==> src/rtl/imm_extend_buffer_if.sv <==
// Handshake bundle for the immediate-extension buffer: producer side pushes raw
// immediates, consumer side drains extended results.
interface imm_extend_buffer_if #(
  parameter int IN_WIDTH = 16,
  parameter int WIDTH    = 32
);
  logic                in_valid;
  logic                in_ready;
  logic [IN_WIDTH-1:0] Imm;
  logic [1:0]          mode;
  logic                out_valid;
  logic                out_ready;
  logic [WIDTH-1:0]    out_data;
  logic                out_neg;
  logic [1:0]          count;

  modport master (
    output in_valid, Imm, mode, out_ready,
    input  in_ready, out_valid, out_data, out_neg, count
  );

  modport slave (
    input  in_valid, Imm, mode, out_ready,
    output in_ready, out_valid, out_data, out_neg, count
  );
endinterface

==> src/rtl/imm_extend_buffer.sv <==
// Immediate extender (sign / zero / upper / branch-offset) feeding a 2-entry
// valid/ready FIFO that sits ahead of the ALU-B operand mux.
module imm_extend_buffer #(
  parameter int IN_WIDTH = 16,
  parameter int WIDTH    = 32,
  parameter int BR_SHIFT = 2
) (
  input logic               clk,
  input logic               reset,
  input logic               flush,
  imm_extend_buffer_if.slave bus
);
  logic [WIDTH-1:0] mem [2];
  logic             head;
  logic             tail;
  logic [1:0]       count_q;
  logic [WIDTH-1:0] sext_value;
  logic [WIDTH-1:0] ext_value;
  logic             push;
  logic             pop;

  // Entries are stored already extended so the read side is a plain mux.
  always_comb begin
    sext_value = WIDTH'($signed(bus.Imm));
    ext_value  = sext_value;
    case (bus.mode)
      2'b00:   ext_value = sext_value;
      2'b01:   ext_value = WIDTH'(bus.Imm);
      2'b10:   ext_value = WIDTH'(bus.Imm) << (WIDTH - IN_WIDTH);
      2'b11:   ext_value = sext_value << BR_SHIFT;
      default: ext_value = sext_value;
    endcase
  end

  assign bus.in_ready  = !reset && (count_q != 2'd2);
  assign bus.out_valid = (count_q != 2'd0);
  assign bus.out_data  = bus.out_valid ? mem[head] : '0;
  assign bus.out_neg   = bus.out_data[WIDTH-1];
  assign bus.count     = count_q;

  assign push = bus.in_valid && bus.in_ready;
  assign pop  = bus.out_valid && bus.out_ready;

  // Flush outranks push/pop so a same-cycle push is dropped with the rest.
  always_ff @(posedge clk or posedge reset) begin
    if (reset) begin
      mem[0]  <= '0;
      mem[1]  <= '0;
      head    <= 1'b0;
      tail    <= 1'b0;
      count_q <= 2'd0;
    end else if (flush) begin
      head    <= 1'b0;
      tail    <= 1'b0;
      count_q <= 2'd0;
    end else begin
      if (push) begin
        mem[tail] <= ext_value;
        tail      <= ~tail;
      end
      if (pop) begin
        head <= ~head;
      end
      count_q <= count_q + {1'b0, push} - {1'b0, pop};
    end
  end
endmodule

==> src/flat_wrapper.sv <==
// flat-port wrapper written by rule: the top's interface ports become plain ports
module imm_extend_buffer_flat 
#(
  parameter int IN_WIDTH = 16,
  parameter int WIDTH    = 32,
  parameter int BR_SHIFT = 2
)
  (clk, reset, flush, bus_in_valid, bus_Imm, bus_mode, bus_out_ready, bus_in_ready, bus_out_valid, bus_out_data, bus_out_neg, bus_count);
  imm_extend_buffer_if #(.IN_WIDTH(IN_WIDTH), .WIDTH(WIDTH)) bus_i ();
  input logic clk;
  input logic reset;
  input logic flush;
  input wire logic [$bits(bus_i.in_valid)-1:0] bus_in_valid;
  input wire logic [$bits(bus_i.Imm)-1:0] bus_Imm;
  input wire logic [$bits(bus_i.mode)-1:0] bus_mode;
  input wire logic [$bits(bus_i.out_ready)-1:0] bus_out_ready;
  output wire logic [$bits(bus_i.in_ready)-1:0] bus_in_ready;
  output wire logic [$bits(bus_i.out_valid)-1:0] bus_out_valid;
  output wire logic [$bits(bus_i.out_data)-1:0] bus_out_data;
  output wire logic [$bits(bus_i.out_neg)-1:0] bus_out_neg;
  output wire logic [$bits(bus_i.count)-1:0] bus_count;
  assign bus_i.in_valid = bus_in_valid;
  assign bus_i.Imm = bus_Imm;
  assign bus_i.mode = bus_mode;
  assign bus_i.out_ready = bus_out_ready;
  assign bus_in_ready = bus_i.in_ready;
  assign bus_out_valid = bus_i.out_valid;
  assign bus_out_data = bus_i.out_data;
  assign bus_out_neg = bus_i.out_neg;
  assign bus_count = bus_i.count;
  imm_extend_buffer #(.IN_WIDTH(IN_WIDTH), .WIDTH(WIDTH), .BR_SHIFT(BR_SHIFT)) u_core (.clk(clk), .reset(reset), .flush(flush), .bus(bus_i));
endmodule
==> config.mk <==
export PLATFORM = sky130hd
export DESIGN_NAME = imm_extend_buffer_flat
export DESIGN_NICKNAME = d
export VERILOG_FILES = /design/src/rtl/imm_extend_buffer_if.sv /design/src/rtl/imm_extend_buffer.sv /design/src/flat_wrapper.sv
export SDC_FILE = /design/constraint.sdc
export NUM_CORES = 1
export LEC_CHECK = 0
export CAP_MARGIN = 25
export CORE_MARGIN = 2
export CORE_UTILIZATION = 40
export CTS_BUF_LIST = sky130_fd_sc_hd__clkbuf_8
export DETAILED_ROUTE_END_ITERATION = 6
export GPL_TIMING_DRIVEN = 0
export SYNTH_ARGS = -nofsm -noshare
export SYNTH_HDL_FRONTEND = slang
export SYNTH_SLANG_ARGS = --single-unit
==> constraint.sdc <==
create_clock -name clk -period 3.3 [get_ports clk]
set_clock_uncertainty 0.05 [all_clocks]
set_input_delay 0.66 -clock clk [delete_from_list [all_inputs] [get_ports clk]]
set_output_delay 0.66 -clock clk [all_outputs]
set_load 0.1 [all_outputs]
==> flow_metrics.env, run 1 <==
export IMPL_min_path_type="register to register"
export IMPL_finalMaxSlewViolations=0
export IMPL_syn_inst=299
export IMPL_fillers=862
export IMPL_die_area_mm2=0.0100
export IMPL_postCtsSetupBuffers=0
export IMPL_path_depth=5
export IMPL_route_detailed_drc=0
export IMPL_rsz0062_at_grt="no"
export IMPL_die_h_um=100
export IMPL_ys_types=27
export IMPL_worstSetupStartpointType="register"
export IMPL_rows=35
export IMPL_cts_tree="done"
export IMPL_intPower_uw=2190
export IMPL_power_density_mw_per_mm2=974
export IMPL_cts_root_buffer="clkbuf_8"
export IMPL_p_comb_share_pct=54.3
export IMPL_clk_pin_slew_worst_paths_ns=0.08
export IMPL_cts_resized=31
export IMPL_ctsHoldBuffers=0
export IMPL_cts_inserted_buffers=9
export IMPL_crit_chain="clkbuf_1 -> buf_2 -> mux2i_1 -> nor2_1 -> dlygate4sd2_1"
export IMPL_total_power_uw=4330
export IMPL_grt_pass1_vias=2540
export IMPL_place_ws_ns=0.0982
export IMPL_cp_top_family="buffers and inverters"
export IMPL_critPathMaxStageDelay_ns=0.86
export IMPL_via_per_inst=5.17
export IMPL_yosysTopAreaCellShare_pct=46.1
export IMPL_io_buffers=57
export IMPL_yosys_warnings=0
export IMPL_async_flop_share_pct=100
export IMPL_ys_ff_latch=68
export IMPL_overflow=0
export IMPL_max_freq_mhz=318
export IMPL_firstDrtPassIters=5
export IMPL_finalSetupTns_ns=0
export IMPL_ys_seq_area_share_pct=46.1
export IMPL_coreArea_mm2=0.00911
export IMPL_tightest_slew_ns=0.964
export IMPL_fin_nets=392
export IMPL_vias=2499
export IMPL_gp_congestion=0.781
export IMPL_final_cells=483
export IMPL_crit_type="register to output pin"
export IMPL_ys_flop_type="dfrtp_1"
export IMPL_syn2layout_area_growth_pct=20.5
export IMPL_arrival_ns=2.44
export IMPL_relSlewSlack_pct=35.5
export IMPL_htree_levels=3
export IMPL_antenna_found_initial=0
export IMPL_io_pins=60
export IMPL_setup_viol=0
export IMPL_postSynthNetCount=324
export IMPL_p_clk_share_pct=15.1
export IMPL_fp_dieW_um=100
export IMPL_clk_latency_ns=0.35
export IMPL_clk_path_buf_depth=2
export IMPL_leakagePower_uw=0.00219
export IMPL_syn_cell_area_mm2=0.00369
export IMPL_slowest_stage="dlygate4sd2_1"
export IMPL_postRouteAntennaNets=0
export IMPL_setup_ws_ns=0.154
export IMPL_swShare_pct=49.5
export IMPL_grt_max_degree=69
export IMPL_end_kind="output pin"
export IMPL_hpwlAfterDp_um=5860
export IMPL_routed_wl_um=8150
export IMPL_hold_violations=0
export IMPL_wl_per_cell_um=16.9
export IMPL_final_common_cell="dfrtp_1"
export IMPL_outcome="finished clean"
export IMPL_grt_first_pass_wirelength_um=13400
export IMPL_p_sw_uw=2150
export IMPL_drv_cap=0
export IMPL_dp_cells=467
export IMPL_required_ns=2.59
export IMPL_start_util_pct=40.5
export IMPL_worstPathMaxFanout=10
export IMPL_avgSynthCellArea_um2=12.3
export IMPL_first_iter_violations=68
export IMPL_n_antenna_cell=0
export IMPL_whs_ns=0.457
export IMPL_irDropWorstVdd_uv=554
export IMPL_layout_min_cycle_time_ns=3.15
export IMPL_drive_gt1_share_pct=32.8
export IMPL_synthTopCellsByArea="dfrtp_1 (46%), mux2i_1 (13%), mux2_4 (12%)"
export IMPL_holdPathStages=1
export IMPL_cts_sinks=68
export IMPL_final_cell_mix="dfrtp_1 (68), mux2i_1 (49), nor2_1 (36)"
export IMPL_cp_num_buf_inv=3
export IMPL_groute_usage_overall_pct=17.5
export IMPL_synth_edf_count=0
export IMPL_reg2regPathDepth=4
export IMPL_p_seq_share_pct=30.6
export IMPL_fin_crit_sh_pct=95.3
export IMPL_synth_top_area_cell="dfrtp_1"
stage by stage:
step,util (%),instance area [um^2]
3_3_place_gp,48.3,4400
3_5_place_dp,48.4,4410
5_1_grt,48.8,4450
2_1_floorplan,-,3690
6_report,48.8,4450
4_1_cts,50.0,4550
cell type report:
class	instances	area [um^2]	share of cell area (%)
buffer	24	159	3.57
clock buffer	9	124	2.78
clock inverter	7	60.1	1.35
inverter	9	36.3	0.816
multi-input combinational	198	1800	40.5
sequential	68	1700	38.3
tap	111	139	3.12
timing repair buffer	57	429	9.65
layer usage:
metal | vias up | part of all wire [%] | track usage [%]
met2 | 58 | 46 | 26.4
met1 | 1251 | 49 | 24.9
met4 | 0 | 1.4 | 5.16
met5 | - | 0 | 0
met3 | 10 | 3.6 | 4.46
li1 | 1180 | - | -
worst paths after layout:
kind                                startpoint              end  slack, ns
max                                u_core.head  bus_out_data[3]       0.15
min                             u_core.mem[41]   u_core.mem[41]       0.46
max reg2reg                u_core.bus.count[1]   u_core.mem[22]       1.26
min reg2reg                     u_core.mem[41]   u_core.mem[41]       0.46
max in group asynchronous                reset   u_core.mem[36]       1.83
min in group asynchronous                reset      u_core.tail       0.83
Yosys cell counts (2+ instances only):
cell type	number
dfrtp_1	68
buf_12	3
clkbuf_1	11
buf_2	7
mux2_2	33
mux2i_1	49
nor2b_1	3
nor2_1	37
o21ai_0	18
mux2_4	29
nand3_1	2
a22o_1	14
ha_1	2
inv_1	9
xor2_1	2
worst reg2reg max path, delay by kind of cell (launching register included):
family	cells	cell delay (ns)
AND/OR/NAND/NOR	2	0.69
multiplexers	1	0.37
flip-flops	1	0.44
buffers and inverters	1	0.37
registers in the layout, indices dropped and copies added, names as in the netlist:
register	cells
u_core.mem	64
u_core.bus.count	2
u_core.head	1
u_core.tail	1
power by group through the flow:
stage	combinational, uW	clock [uW]	sequential [uW]
6_report	2350	654	1330
5_1_grt	2490	705	1370
4_1_cts	2410	672	1330
3_5_place_dp	2500	0	1340
3_3_place_gp	2480	0	1320
2_1_floorplan	1950	0	1350
logic make-up (layout without fill, tap and decap cells):
family | after synthesis | count (layout) | share of synthesized area, %
compound gates | 33 | 33 | 5.90
flops | 68 | 68 | 46.1
fa+ha+maj | 2 | 2 | 0.678
mux | 111 | 111 | 35.2
simple gates | 50 | 50 | 6.47
buf+inv | 33 | 106 | 5.22
xor+xnor | 2 | 2 | 0.475
No activity file was read; power rests on OpenSTA's default activity.
==> run 2: changes to the inputs <==
Settings changed: CORE_MARGIN 2 to unset.
==> run 2 against run 1 <==
The flow now finishes with violations (DRC). Worst hold slack about the same. Via count down 1.3%. Critical path depth unchanged. Die area down 4.0%. Wire length up 2.6%. Sequential power about the same. Clock-buffer cell count unchanged. Register-to-register slack worse by 0.08 ns. Worst setup slack worse by 0.021 ns. Sequential share of layout area down 0.52 points.
==> flow_metrics.env, run 2 (same netlist as run 1, synthesis figures left out) <==
export IMPL_power_density_mw_per_mm2=991
export IMPL_timing_rr_start="u_core.bus.count[1]"
export IMPL_clk_latency_ns=0.35
export IMPL_die_h_um=98.1
export IMPL_gp_congestion=0.755
export IMPL_cts_root_buffer="clkbuf_8"
export IMPL_leakagePower_uw=0.00222
export IMPL_min_path_type="register to register"
export IMPL_cts_inserted_buffers=9
export IMPL_outcome="complete, but fails checks"
export IMPL_via_per_inst=5.14
export IMPL_ctsHoldBuffers=0
export IMPL_violations="DRC"
export IMPL_setup_viol=0
export IMPL_rows=34
export IMPL_hp_start="u_core.mem[21]"
export IMPL_route_detailed_drc=6
export IMPL_grt_max_degree=69
export IMPL_drive_gt1_share_pct=32.0
export IMPL_worstSetupStartpointType="register"
export IMPL_reg2reg_to="u_core.mem[23]"
export IMPL_layout_min_cycle_time_ns=3.17
export IMPL_rrSetupSlack_ns=1.18
export IMPL_coreArea_mm2=0.00885
export IMPL_drv_cap=0
export IMPL_routed_wl_um=8360
export IMPL_tightest_slew_ns=0.966
export IMPL_p_sw_uw=2180
export IMPL_final_common_cell="dfrtp_1"
export IMPL_clk_pin_slew_worst_paths_ns=0.08
export IMPL_cts_tree="done"
export IMPL_p_clk_share_pct=17.3
export IMPL_p_comb_share_pct=53.0
export IMPL_max_freq_mhz=316
export IMPL_firstDrtPassIters=7
export IMPL_whs_ns=0.457
export IMPL_critPathMaxStageDelay_ns=0.82
export IMPL_relSlewSlack_pct=35.4
export IMPL_place_ws_ns=0.118
export IMPL_htree_levels=3
export IMPL_arrival_ns=2.46
export IMPL_groute_usage_overall_pct=18.5
export IMPL_wl_per_cell_um=17.4
export IMPL_swShare_pct=48.8
export IMPL_final_util_pct=51.0
export IMPL_holdPathStages=1
export IMPL_postRouteAntennaNets=0
export IMPL_intPower_uw=2290
export IMPL_whs_endpoint="u_core.mem[21]"
export IMPL_largest_register="u_core.mem"
export IMPL_first_iter_violations=123
export IMPL_reg2regPathDepth=4
export IMPL_final_cells=480
export IMPL_rsz0062_at_grt="no"
export IMPL_n_antenna_cell=0
export IMPL_required_ns=2.59
export IMPL_hold_violations=0
export IMPL_overflow=0
export IMPL_grt_pass1_vias=2509
export IMPL_syn2layout_area_growth_pct=22.2
export IMPL_die_area_mm2=0.00962
export IMPL_fp_dieW_um=98.1
export IMPL_clk_path_buf_depth=2
export IMPL_end_kind="output pin"
export IMPL_io_buffers=57
export IMPL_p_seq_share_pct=29.7
export IMPL_fillers=807
export IMPL_setup_ws_ns=0.133
export IMPL_vias=2467
export IMPL_grt_first_pass_wirelength_um=13600
export IMPL_fin_nets=392
export IMPL_final_cell_mix="dfrtp_1 (68), mux2i_1 (49), nor2_1 (36)"
export IMPL_postCtsSetupBuffers=0
export IMPL_start_util_pct=41.7
export IMPL_finalMaxSlewViolations=0
export IMPL_dp_cells=464
export IMPL_io_pins=60
export IMPL_cts_sinks=68
export IMPL_irDropWorstVdd_uv=585
export IMPL_antenna_found_initial=0
export IMPL_crit_type="register to output pin"
export IMPL_largest_reg_flops=64
export IMPL_worstPathMaxFanout=10
export IMPL_crit_chain="clkbuf_1 -> buf_2 -> mux2i_1 -> nor2_1 -> clkdlybuf4s15_1"
export IMPL_fin_crit_sh_pct=96.0
export IMPL_hpwlAfterDp_um=5850
export IMPL_slowest_stage="clkdlybuf4s15_1"
## run 2: cell types whose count changed in the layout (fill, tap and decap cells not counted), sizes merged
| cell | delta |
|---|---|
| bufinv | +1 |
| clkbuf | -6 |
| clkdlybuf4s15 | +1 |
| clkinv | +1 |
| clkinvlp | -1 |
| dlygate4sd2 | +5 |
| inv | -1 |
## run 2: metrics by stage
step	instance area (um^2)	power, uW	TNS [ns]
after floorplan	3690	3290	-5.20
after global placement	4400	3800	-26.27
after detailed placement	4400	3830	0
after CTS	4590	4520	0
after global routing	4510	4690	0
final	4510	4470	0
## run 2: cell type report
class / instances / area (um^2) / share of cell area (%)
well taps: 108 / 135 / 3.00
flip-flops and latches: 68 / 1700 / 37.7
plain buffers: 24 / 160 / 3.55
inverters: 9 / 36.3 / 0.805
repair buffers: 57 / 453 / 10.0
clock inverters: 7 / 100 / 2.22
multi-input cells: 198 / 1800 / 39.9
clock buffers: 9 / 124 / 2.75
## run 2: metal layers
metal,track usage [%],up-vias,part of all wire [%]
met5,0,-,0
met4,4.90,0,1.4
met3,4.80,12,4.2
met2,27.1,63,43
met1,26.9,1210,51
li1,-,1182,-
## run 2: how the worst max path moves through the flow
| stage | slack [ns] | start | to |
|---|---|---|---|
| final | 0.13 | u_core.head | bus_out_data[12] |
| after global routing | 0.001 | u_core.head | bus_out_data[23] |
| after CTS | 0.02 | u_core.head | bus_out_data[16] |
| after detailed placement | 0.12 | u_core.bus.count[0] | bus_out_data[16] |
| after global placement | -0.39 | reset | u_core.mem[18] |
| after floorplan | -0.18 | u_core.bus.count[0] | bus_out_data[10] |
## run 2: power groups by stage
stage               sequential, uW  combinational (uW)  clock [uW]
floorplan                     1350                1950           0
global placement              1330                2470           0
detailed placement            1340                2490           0
CTS                           1330                2400         793
global route                  1370                2490         836
finish                        1330                2370         775
## run 2: repair_timing
| action | 4_1_cts | 5_1_grt |
|---|---|---|
| cloned | 0 | 0 |
| gates resized for setup | 31 | 48 |
| setup endpoints to repair | 31 | 24 |
## run 2: worst max-delay path: cells and delay by family, from the launching register on
kind                   cells  cell delay (ns)
flip-flops                 1             0.33
multiplexers               1             0.13
buffers and inverters      3             1.55
AND/OR/NAND/NOR            1             0.09
==> run 3: changes to the inputs <==
Settings changed: GPL_ROUTABILITY_DRIVEN set to 0.
==> results of run 3 <==
Same layout as run 2: the final DEF is identical, and so are final timing and power.
